### src/rtl/boruss_rom_arbiter.sv
// Two-port round-robin arbiter in front of a combinational ROM: CPU fetch and debug monitor,
// each read taking IDLE -> READ -> ACK, with an optional debug lock that locks out the CPU.
module boruss_rom_arbiter #(
    parameter int ADDR_W = 8,
    parameter int DATA_W = 8
) (
    input  logic              clk,
    input  logic              rst,
    input  logic              cpu_req,
    input  logic [ADDR_W-1:0] cpu_addr,
    input  logic              dbg_req,
    input  logic [ADDR_W-1:0] dbg_addr,
    input  logic              dbg_lock,
    output logic [ADDR_W-1:0] rom_address,
    input  logic [DATA_W-1:0] rom_data,
    output logic              cpu_ack,
    output logic              dbg_ack,
    output logic [DATA_W-1:0] rd_data,
    output logic              busy
);

    typedef enum logic [1:0] {IDLE, READ, ACK} state_t;

    state_t            state;
    logic [ADDR_W-1:0] addr_q;
    logic              last_grant;  // 1 = debug port was granted last
    logic              owner;       // 1 = debug port owns the current read
    logic              cpu_elig;
    logic              dbg_elig;
    logic              pick_dbg;

    // Debug wins when the CPU is not eligible, or on a tie when the CPU was served last.
    always_comb begin
        cpu_elig = cpu_req & ~dbg_lock;
        dbg_elig = dbg_req;
        pick_dbg = dbg_elig & (~cpu_elig | ~last_grant);
    end

    always_ff @(posedge clk) begin
        if (rst) begin
            state       <= IDLE;
            rom_address <= '0;
            addr_q      <= '0;
            rd_data     <= '0;
            cpu_ack     <= 1'b0;
            dbg_ack     <= 1'b0;
            busy        <= 1'b0;
            last_grant  <= 1'b1;
            owner       <= 1'b0;
        end else begin
            case (state)
                IDLE: begin
                    cpu_ack <= 1'b0;
                    dbg_ack <= 1'b0;
                    if (cpu_elig || dbg_elig) begin
                        owner       <= pick_dbg;
                        last_grant  <= pick_dbg;
                        addr_q      <= pick_dbg ? dbg_addr : cpu_addr;
                        rom_address <= pick_dbg ? dbg_addr : cpu_addr;
                        state       <= READ;
                        busy        <= 1'b1;
                    end
                end
                READ: begin
                    rd_data <= rom_data;
                    cpu_ack <= ~owner;
                    dbg_ack <= owner;
                    state   <= ACK;
                    busy    <= 1'b1;
                end
                ACK: begin
                    // Requests are not sampled here, so a held req only re-arbitrates from IDLE.
                    cpu_ack <= 1'b0;
                    dbg_ack <= 1'b0;
                    state   <= IDLE;
                    busy    <= 1'b0;
                end
                default: begin
                    cpu_ack <= 1'b0;
                    dbg_ack <= 1'b0;
                    state   <= IDLE;
                    busy    <= 1'b0;
                end
            endcase
        end
    end

endmodule

### config.mk
export PLATFORM = sky130hd
export DESIGN_NAME = boruss_rom_arbiter
export DESIGN_NICKNAME = d
export VERILOG_FILES = /design/src/rtl/boruss_rom_arbiter.sv
export SDC_FILE = /design/constraint.sdc
export NUM_CORES = 1
export LEC_CHECK = 0
export ABC_AREA = 1
export BUFFER_PORTS_ARGS = -buffer_cell sky130_fd_sc_hd__buf_2
export CORE_UTILIZATION = 40
export CTS_CLUSTER_SIZE = 30
export DETAILED_ROUTE_END_ITERATION = 10
export GPL_TIMING_DRIVEN = 0
export HOLD_SLACK_MARGIN = 0.15
export PLACE_DENSITY = 0.74
export SYNTH_ARGS = -nofsm -noshare
export SYNTH_HDL_FRONTEND = slang
export SYNTH_SLANG_ARGS = --single-unit
### constraint.sdc
create_clock -name clk -period 0.9 [get_ports clk]
set_input_delay 0 -clock clk [delete_from_list [all_inputs] [get_ports clk]]
set_output_delay 0 -clock clk [all_outputs]
set_load 0.05 [all_outputs]
==> results of run 1 <==
[repair_timing]
item	4_1_cts	5_1_grt
pin swaps	10	12
gates cloned	1	1
setup buffers	3	9
hold buffers	29	0
resized for setup	42	46
hold endpoints to repair	22	0
endpoints found under the setup margin	39	35
[cell families after synthesis]
| kind of cell | Yosys count | synth area share |
|---|---|---|
| buffers and inverters | 22 | 0.104 |
| flip-flops | 23 | 0.461 |
| AND/OR/NAND/NOR | 82 | 0.355 |
| AO/OA/AOI/OAI | 12 | 0.0801 |
[worst register-to-register path: cells and delay by family, from the launching register on]
kind,cells,cell delay (ps)
buf+inv,1,160
simple gates,5,460
flops,1,370
[routing by layer]
metal | global-route usage | vias to the layer above | wire (µm) | part of all wire
met2 | 0.487 | 79 | 2260 | 0.51
met4 | 0.0856 | 0 | 214 | 0.049
met1 | 0.321 | 651 | 1640 | 0.37
li1 | - | 619 | - | -
met5 | 0 | - | 0 | 0
met3 | 0.0468 | 26 | 285 | 0.065
[metrics by stage]
step                      TNS (ps)  hold slack (ps)  cells   util
after global routing         -4350              158    259  0.860
after CTS                    -1320              168    251  0.772
after global placement       -1740              217    214  0.568
after detailed placement     -2050              222    214  0.568
after floorplan               -125             62.4    139      -
final                        -2950              144    259  0.860
[placed cells by master (no fill, tap or decap), types with 2 or more instances in the layout]
cell and n:
sky130_fd_sc_hd__dfxtp_2 16, sky130_fd_sc_hd__a21oi_2 2, sky130_fd_sc_hd__nand3_1 16, sky130_fd_sc_hd__nor2_1 10, sky130_fd_sc_hd__nand3_2 2, sky130_fd_sc_hd__buf_4 13, sky130_fd_sc_hd__buf_2 29, sky130_fd_sc_hd__inv_1 12
sky130_fd_sc_hd__dfxtp_1 7, sky130_fd_sc_hd__nor2_4 6, sky130_fd_sc_hd__o21ai_2 7, sky130_fd_sc_hd__nand2_1 32, sky130_fd_sc_hd__buf_6 18, sky130_fd_sc_hd__nand2_4 2, sky130_fd_sc_hd__nand2_2 4, sky130_fd_sc_hd__nor2_2 7
sky130_fd_sc_hd__clkbuf_4 4, sky130_fd_sc_hd__inv_2 4, sky130_fd_sc_hd__dlygate4sd3_1 28
[how the worst max path moves through the flow]
stage,from,to,cells past startpoint
finish,last_grant,rom_address[4],6
global route,state[1],rd_data[0],6
CTS,state[1],rom_address[0],6
detailed placement,state[1],rom_address[4],6
global placement,state[1],rom_address[3],6
floorplan,state[1],rom_address[3],6
[power breakdown]
part           leakage, nW  internal, mW  switching, mW
Clock               0.0139         0.170          0.355
Combinational        0.765         0.484          0.731
Sequential           0.195          1.13         0.0809
[final cells by class]
| type | instances | area share |
|---|---|---|
| clock buffer | 3 | 0.0115 |
| timing repair buffer | 86 | 0.367 |
| multi-input combinational | 95 | 0.291 |
| sequential | 23 | 0.246 |
| clock inverter | 1 | 0.00384 |
| buffer | 4 | 0.0179 |
| inverter | 18 | 0.0409 |
| tap | 28 | 0.0179 |
| timing repair inverter | 1 | 0.00448 |
[state kept, by name, summed over array words and instances (netlist names)]
register	flops
rom_address	8
cpu_ack	1
state	2
dbg_ack	1
busy	1
last_grant	1
rd_data	8
owner	1
==> run summary, run 1 <==
The run finished, with violations left. The checks that failed: negative setup slack. For the count of endpoints failing setup in the final report, the log shows 22.

The clock passes through at most 2 buffers. When the netlist entered floorplanning its net count stood at 168. Width of the chip: 52.0 µm.

The combined global-route utilization of all metal layers was 0.271; the depth of the CTS H-tree was 1. With fillers left out, the area of the finished cells amounts to 1960 µm². The tightest slew margin relative to the limit is 0.839. For this design the static power due to leakage is 0.974 nW. The part of the Yosys area used for sequential elements was 0.461; the sum of buffers and inverters on the critical path was 1. STA classifies the critical path endpoint as a flip-flop. After synthesis, the most frequently instantiated cells are sky130_fd_sc_hd__nand2_1, sky130_fd_sc_hd__dfxtp_1, sky130_fd_sc_hd__nor2_1.

In this run the most critical hold path is launched from dbg_req. Buffers inserted during clock tree synthesis total 3. The area of the die was 2700 µm². The first global-routing pass estimated 5350 µm of wire.

Setup repair after global routing could not meet its margin everywhere. The congestion estimate from routability-driven global placement came to 0.803. A synthesized cell averages 7.19 µm².

In this design, the stage delay of the slowest critical-path cell is 370 ps. For the sequential cell area in the final layout, the log shows 480 µm². The number of antenna violations at the first check in global routing was 0; the post-synthesis sequential element count was 23. The share of the synthesized area in the top cell type works out to 0.461. The actual transition at the worst max-transition pin was 241 ps. On the final layout, the worst clock skew is 10.2 ps. The total count of max-transition violations in the final report was 0; the cell area power density was 1510 nW/µm². The worst setup path is of the reg -> reg kind. The worst path in the final design needs a cycle of 1100 ps, including I/O delays and setup.

For this run, design rule violations remaining after detail routing come to 0. The biggest area contributor in the post-synthesis netlist is sky130_fd_sc_hd__dfxtp_1. The end of the worst register-to-register path is rom_address[4].

For this run the aggregate overflow at the end of global routing stands at 0. The run gives 0.439 as the effective utilization at floorplan. The cell area that synthesis handed to floorplanning was 1000 µm². For this run, the detailed router's first-pass iteration total came to 5. The detailed router finished its first iteration with 37 violations. By area the synthesized netlist is led by sky130_fd_sc_hd__dfxtp_1, sky130_fd_sc_hd__nand2_1, sky130_fd_sc_hd__nand3_1.

After clock tree synthesis, the clock-pin slew on the worst setup and hold paths is 140 ps. The count of final hold-check violations is 0. At the worst endpoint, the arrival time is 1330 ps.

In this run the count of I/O pins placed on the die edge is 48. The routed layout has 1375 vias. Final routed wirelength across all metal layers: 4410 µm.

The placed cell area was 1290 µm². 0 antenna diodes ended up in the layout. The clock latency of the later-clocked register in the worst-skew pair is 320 ps, and the number of nets in the layout is 261. The cell count after synthesis came out at 139. Walking the worst path, the cells encountered are nand3_2 -> buf_6 -> nand3_1 -> nand2_2 -> nor2_2 -> nor2_1. Yosys instantiated no cell more often than sky130_fd_sc_hd__nand2_1. The floorplan row count came out at 17. Among all flip-flop cells after synthesis, the most frequent one is sky130_fd_sc_hd__dfxtp_1. Detailed placement finished with a half-perimeter wire length of 1740 µm. STA classifies the critical path startpoint as a flip-flop. Yosys mapped a number of flops with a built-in enable equal to 0. The cell sitting at the root of the clock tree is a sky130_fd_sc_hd__clkbuf_4. The maximum operating frequency came out at 906 MHz.

The run gives 113 as the fill cell instance count of the final layout. The logs give 569 µm² for the area used by multi-input combinational logic and 15 for the largest net degree at the start of global routing. The run gives 0 as the number of warnings printed during yosys synthesis.

The run gives 1205 as the number of global-route vias before repair. The fraction of registers with async set/reset works out to 0. The largest fanout on the critical path was 10. Worst hold endpoint: last_grant.

The startpoint identified for the worst register-to-register timing path is last_grant. The core region is 2280 µm². The final clock period utilization by the worst path was 1.23. Grouping stages by cell kind, the critical path spends the most delay in simple AND/OR/NAND/NOR gates. Yosys mapped the design onto 19 distinct sky130hd cell types.

The register-to-register path setup slack was -200 ps; the vertical die dimension was 52.0 µm. Counting cells, the worst reg-to-reg path comes to 6. The proportion of layout cells with a drive suffix above 1 is 0.532, and the routed length per instance is 17.0 µm. TritonCTS built the clock tree. The count of nets left with antenna violations once routing finished came out at 0.

The critical path's slowest cell was sky130_fd_sc_hd__dfxtp_2. Total power: 2.95 mW. The area growth from synthesis to layout is 95.7%. The number of violations of the max-capacitance limit is 0.

Input and output buffers added on the ports amount to 47. The worst hold path passes through 5 cells. At the worst endpoint, the required time is 1120 ps.

The logs give 1280 µV for the worst voltage drop across the vdd grid and 23 for the number of clock sinks. The minimum setup slack after placement is -141 ps, and the average via count per standard cell is 5.31. The tools report the worst setup slack after layout as -203 ps.

The class of the tightest hold or removal check was in -> reg.
(Power assumes the default switching activity.)
==> inputs of run 2 (changes only) <==
--- a/config.mk
+++ b/config.mk
@@ -11,8 +11,8 @@
 export CTS_CLUSTER_SIZE = 30
 export DETAILED_ROUTE_END_ITERATION = 10
 export GPL_TIMING_DRIVEN = 0
-export HOLD_SLACK_MARGIN = 0.15
-export PLACE_DENSITY = 0.74
+export HOLD_SLACK_MARGIN = 0.03
+export PLACE_DENSITY = 0.75
 export SYNTH_ARGS = -nofsm -noshare
 export SYNTH_HDL_FRONTEND = slang
 export SYNTH_SLANG_ARGS = --single-unit
==> run 2 against run 1 <==
Against the previous run: the flow still finishes with violations (negative setup slack); power fell by 7.7%; die area unchanged; register-to-register slack better by 40 ps; first-iteration DRC count down 46%; final area is 11% lower; combinational power decreased by 16%; count of clock-buffer cells in the layout did not move; sequential share of layout area is 3.0 points higher; critical path type unchanged; critical endpoint is now rd_data[3]; largest power group is now sequential cells; highest routed layer unchanged.
==> run summary, run 2 (synthesis gave the netlist of run 1 again) <==
At the later pin of the worst-skew pair, clock insertion delay measures 310 ps. The placer's final routability congestion estimate is 0.815. Summed over all nets, the switching power comes to 1.03 mW.

For this design, the slowest cell found on the critical path is sky130_fd_sc_hd__dfxtp_2. The number of clock sinks is 23, and the number of global-route vias before repair is 1148. The number of nets in the layout is 246. The tools report the depth of the CTS H-tree as 1. The peak per-stage delay on the critical path came out at 380 ps. In the final routing, the length of wire on met1 measures 1310 µm.

The die is 52.0 µm tall. The total count of max-transition violations in the final report came out at 0. The clock transition time at the flip-flop clock pins of the worst setup and hold paths is 140 ps, and the routed length per instance is 13.1 µm.

The met3 wire length is 157 µm. Entering global routing, the biggest net connects 15 pins. Iteration-0 DRC count of the detailed router: 20. Number of antenna violations at the first check in global routing: 0. The library cell used most frequently in the layout, excluding fill and tap cells, is sky130_fd_sc_hd__nand2_1. During I/O placement, the number of pins put on the boundary was 48.

Cell internal power was estimated by the tool at 1.70 mW. For the diode insertion count for antenna repair, the log shows 0. The cell area power density is 1560 nW/µm², and the clock network power share is 0.181. The final critical-path required period was 1060 ps. The class of the tightest hold or removal check is in -> reg. Port buffering added 47 buffers. The run gives 155 as the fill cell instance count of the final layout.

The first TritonRoute pass finished after 4 iterations. Data on the critical path arrives at its endpoint at 1310 ps. Number of violations of the max-capacitance limit: 0. The run gives 1670 µm as the length of routed met2 wiring. The tools report the cell at the root of the clock tree as sky130_fd_sc_hd__clkbuf_4. The type of destination of the critical path was a flip-flop. The tools report the remaining number of nets flagged by the antenna check after routing as 0. The final reports fail on negative setup slack. In this run the horizontal extent of the chip is 52.0 µm. The largest fanout on the critical path came out at 5. The die covers 2700 µm².

The worst clock skew on the final layout came out at 8.99 ps. By startpoint and endpoint, the worst setup path is classified as reg -> reg. Together, buffers and inverters on the worst path number 2. The routed design has 3190 µm of wire.

Sequential fraction of design power: 0.442. The region available for standard cell placement spans 2280 µm². The run gives 3 as the number of CTS-inserted buffers.

Grouping stages by cell kind, the critical path spends the most delay in flip-flops. Counting along the longest clock path gives a buffer depth of 2. Detailed routing inserted a total of 1201 vias. The run gives 0.819 as the tightest slew margin relative to the limit. Setup repair after global routing could not meet its margin everywhere. Across the VDD grid, the largest voltage drop is 1250 µV. The average via count per standard cell is 4.92. The final clock period utilization by the worst path was 1.18; the count of endpoints failing setup in the final report was 21. For the floorplan row count, the log shows 17.

The detailed placer's ending HPWL was 1780 µm. The first global-routing pass estimated 4860 µm of wire. The count of final hold-check violations is 0, and the final hold slack is 28.4 ps.

The run gives 1140 ps as the worst endpoint required time. For the maximum operating frequency, the log shows 942 MHz. The total leakage power was 0.894 nW; the sequential cell area in the final layout was 480 µm². For the pin with the worst max-slew slack, the measured transition is 270 ps. The switching portion of total power was 0.377. STA classifies the critical path startpoint as a flip-flop. The combined global-route utilization of all metal layers is 0.247, and the area used by multi-input combinational logic is 522 µm².

Post-route core utilization: 0.766. The worst setup slack after layout is -162 ps. The signal on the critical path passes through clkinv_4 -> nor2_4 -> buf_6 -> o21ai_2 -> nor2_1.

Global routing finished with a remaining overflow of 0. For the share of total power in combinational logic, the log shows 0.377. Leaving out fill and tap cells, the most frequent cells in the layout are sky130_fd_sc_hd__nand2_1, sky130_fd_sc_hd__buf_2, sky130_fd_sc_hd__dlygate4sd3_1, sky130_fd_sc_hd__nor2_1, sky130_fd_sc_hd__nand3_1.

TritonCTS built the clock tree. The growth of design area from synthesis to finish came out at 74.5%. The proportion of layout cells with a drive suffix above 1 is 0.468. The highest signal layer in the routed design was met4. The number of design rule violations left after detail routing came out at 0.

For the effective utilization at floorplan, the log shows 0.439. In the final layout, the registers with the most flip-flops are rd_data: 8 flops, rom_address: 8 flops, state: 2 flops. The run finished, with violations left.
-- run 2: cell type report --
cell class / instances / area share
Timing Repair Buffer: 72 / 0.324
Multi-Input combinational cell: 95 / 0.299
Sequential cell: 23 / 0.275
Inverter: 18 / 0.0445
Buffer: 4 / 0.0201
Tap cell: 28 / 0.0201
Clock buffer: 3 / 0.0129
Clock inverter: 1 / 0.00430
-- run 2: path summary, 6_finish.rpt --
check | startpoint | slack, ps | to | cells past startpoint
setup / recovery | state[0] | -160 | rd_data[3] | 5
hold / removal | dbg_addr[3] | 30 | rom_address[3] | 5
setup reg to reg | state[0] | -160 | rd_data[3] | 5
hold reg to reg | owner | 490 | cpu_ack | 1
-- run 2: tightest hold or removal path: cells and delay by family --
family | cells | cell delay (ps)
AND/OR/NAND/NOR | 4 | 240
buffers and inverters | 1 | 80
-- run 2: what timing repair did --
item,4_1_cts,5_1_grt
gates cloned,1,1
gates resized for setup,40,19
setup buffers,3,0
pin swaps,7,5
setup endpoints to repair,38,30
endpoints found under the hold margin,17,0
hold buffers,21,0
-- run 2: stage by stage --
stage                     instances  setup TNS, ps  power (mW)  cell area (µm²)  setup WS [ps]
after floorplan                 139           -125        1.77             1020          -25.6
after global placement          214          -1660        1.95             1290           -110
after detailed placement        214          -2270        1.97             1290           -143
after CTS                       243          -1300        2.64             1680          -91.6
after global routing            244          -3120        2.85             1740           -198
final                           244          -2050        2.73             1740           -162
-- run 2: power groups by stage --
stage | registers (mW) | logic, mW | clock network, mW
5_1_grt | 1.22 | 1.10 | 0.542
6_report | 1.21 | 1.03 | 0.494
2_1_floorplan | 1.49 | 0.274 | 0
3_3_place_gp | 1.19 | 0.756 | 0
3_5_place_dp | 1.20 | 0.771 | 0
4_1_cts | 1.19 | 0.962 | 0.492
-- run 2: routing by layer --
metal,up-vias,GRT usage
met4,0,0.0766
met3,8,0.0497
met2,47,0.481
met5,-,0
li1,591,-
met1,555,0.258
==> inputs of run 3 (changes only) <==
--- a/config.mk
+++ b/config.mk
@@ -11,7 +11,7 @@
 export CTS_CLUSTER_SIZE = 30
 export DETAILED_ROUTE_END_ITERATION = 10
 export GPL_TIMING_DRIVEN = 0
-export HOLD_SLACK_MARGIN = 0.03
+export HOLD_SLACK_MARGIN = 0.15
 export PLACE_DENSITY = 0.75
 export SYNTH_ARGS = -nofsm -noshare
 export SYNTH_HDL_FRONTEND = slang
==> run 3 against run 2 <==
Against the previous run: the flow still finishes with violations (negative setup slack); final area grew 4.6%; sequential share of layout area fell by 1.1 points; count of clock-buffer cells in the layout unchanged; maximum frequency grew 2.7%; first-iteration DRC count grew 5.0%; non-clock buffer count grew 7; routed wire length rose by 7.1%; worst hold slack better by 140 ps; clock skew grew 3.0 ps; critical path depth is the same; worst setup slack better by 27 ps; core utilization is 3.5 points higher.
==> run summary, run 3 (synthesis gave the netlist of run 1 again) <==
The run finished, with violations left. The final reports fail on negative setup slack. The tools report the worst setup slack after layout as -135 ps. The register-to-register path setup slack was -130 ps. The cell area power density was 1530 nW/µm². The signal on the critical path passes through clkinv_4 -> nor2_4 -> buf_6 -> o21ai_4 -> nor2_1. The peak per-stage delay on the critical path was 380 ps. Once layout is complete, the cells apart from fillers number 251.

The clock network power share is 0.183. The largest fanout on the critical path came out at 5. The die is 52.0 µm tall. STA classifies the critical path endpoint as a flip-flop.

The run gives 0.802 as the post-route core utilization. The floorplan row count is 17, and the number of input and output port buffers inserted is 47. The path depth of the worst reg2reg path is 5, and the remaining number of nets flagged by the antenna check after routing is 0. Clock-pin slew was measured on the worst setup and hold paths at 140 ps.

Reported net switching power: 1.05 mW. The diode insertion count for antenna repair was 0. The routed layout has 1230 vias. The average via count per standard cell is 4.90. The most common cell after layout, fill and taps aside is sky130_fd_sc_hd__nand2_1. The proportion of layout cells with a drive suffix above 1 was 0.453.

I/O pin count: 48. The logs give 0.439 for the effective utilization at floorplan and 1.73 mW for the internal power component. Critical setup path kind: reg -> reg.

Following the worst setup path forward leads to its endpoint at rd_data[3]. The logs give 2 for the number of buffers on the longest clock path and 0 for the number of violations of the max-capacitance limit. The total leakage power came out at 0.926 nW.

After clock tree synthesis, the flow added hold-fix buffers numbering 28. The HPWL after detailed placement is 1780 µm. Number of clock sinks: 23.

For this run the aggregate overflow at the end of global routing stands at 0. At the pin with the least slew margin, the transition time is 278 ps. The number of design rule violations left after detail routing is 0, and the final instance area is 1820 µm². At the later pin of the worst-skew pair, clock insertion delay measures 320 ps. Setup repair after global routing could not meet its margin everywhere.

The tools report the startpoint type of the worst setup path as a flip-flop. The width of the chip works out to 52.0 µm. Counting the buffers created by CTS gives 3. The tree is rooted in a sky130_fd_sc_hd__clkbuf_4. Among all stages on the critical path, the largest delay is contributed by sky130_fd_sc_hd__dfxtp_2. On the critical path the largest part of the delay comes from flip-flops. The final clock period utilization by the worst path is 1.15. The die covers 2700 µm².

Sequential fraction of design power: 0.434. The placer's final routability congestion estimate was 0.815. For the minimum setup slack after placement, the log shows -143 ps. Entering global routing, the biggest net connects 15 pins. The depth of the CTS H-tree came out at 1.

Start point of the critical path: state[0]. The combined global-route utilization of all metal layers was 0.273; the critical path data arrival time was 1300 ps. The count of final hold-check violations was 0; the final critical-path required period was 1030 ps. The iteration-0 DRC count of the detailed router is 21. The area growth from synthesis to layout is 82.5%. The number of global-route vias before repair was 1232. The routed design has 3410 µm of wire.

The detailed-router iteration count before antenna repair is 4. The clock arrives with 12.0 ps of skew. The largest registers in the layout are rd_data: 8 flops, rom_address: 8 flops, state: 2 flops. For the number of antenna violations at the first check in global routing, the log shows 0. The end of the worst register-to-register path is rd_data[3]. The routed length per instance was 13.6 µm. The library cells used most frequently in the layout, excluding fill and tap cells, are sky130_fd_sc_hd__nand2_1, sky130_fd_sc_hd__buf_2, sky130_fd_sc_hd__dlygate4sd3_1, sky130_fd_sc_hd__nor2_1. The class of the tightest hold or removal check is in -> reg. The logs give 253 for the number of nets in the layout and 967 MHz for the maximum operating frequency.

Once placement completed, the tool counted placed cells totaling 214. Switching portion of total power: 0.378. TritonCTS built the clock tree. The sum of buffers and inverters on the critical path is 2. Total count of max-transition violations in the final report: 0. The share of total power in combinational logic is 0.383. The tightest slew margin relative to the limit was 0.814; the number of cells on the critical path was 5.

The placed cell area was 1290 µm²; the area of the core was 2280 µm². For the count of endpoints failing setup in the final report, the log shows 21. The run gives 5350 µm as the wire length of the first global-routing pass. The startpoint identified for the worst register-to-register timing path is state[0].

At the worst endpoint, the required time is 1170 ps. The run gives 1320 µV as the worst voltage drop across the vdd grid.
## run 3: area by class of cell
| type | count | area, µm² |
|---|---|---|
| Clock buffer | 3 | 22.5 |
| Multi-Input combinational cell | 95 | 519 |
| Fill cell | 133 | 452 |
| Clock inverter | 1 | 7.51 |
| Sequential cell | 23 | 482 |
| Buffer | 4 | 35.0 |
| Inverter | 18 | 77.6 |
| Timing Repair Buffer | 79 | 646 |
| Tap cell | 28 | 35.0 |
## run 3: power groups by stage
stage          Clock [mW]  Combinational, mW  Sequential, mW
2_1_floorplan           0              0.274            1.49
3_3_place_gp            0              0.756            1.19
3_5_place_dp            0              0.771            1.20
4_1_cts             0.492              0.986            1.19
5_1_grt             0.557               1.14            1.22
6_report            0.509               1.07            1.21
## run 3: layer usage
metal,wire [µm],vias up,GRT usage,part of all wire
li1,-,606,-,-
met5,0,-,0,0
met1,1320,565,0.292,0.39
met4,96,0,0.117,0.028
met2,1820,45,0.498,0.53
met3,178,14,0.0702,0.052
## run 3: metrics by stage
stage	total power, mW	setup TNS [ps]	hold slack [ps]
after floorplan	1.77	-125	62.4
after global placement	1.95	-1660	217
after detailed placement	1.97	-2270	227
after CTS	2.67	-1300	152
after global routing	2.91	-2990	169
final	2.78	-1920	166
## run 3: worst min-delay path by stage
| stage | from | endpoint | cells past startpoint |
|---|---|---|---|
| 2_1_floorplan | rst | owner | 1 |
| 3_3_place_gp | rst | owner | 2 |
| 3_5_place_dp | rst | owner | 2 |
| 4_1_cts | dbg_req | last_grant | 5 |
| 5_1_grt | dbg_req | owner | 5 |
| 6_report | dbg_req | owner | 5 |
## run 3: timing repair
item                       in CTS  in global routing
pin swaps                       7                  4
gates cloned                    1                  0
gates resized for setup        40                 22
setup endpoints to repair      38                 34
hold endpoints to repair       21                  1
setup buffers                   3                  1
## run 3: worst reg2reg max path, delay by kind of cell, from the launching register on
family,cells,cell delay [ps]
buffers and inverters,2,250
AO/OA/AOI/OAI,1,60
AND/OR/NAND/NOR,2,300
flip-flops,1,380
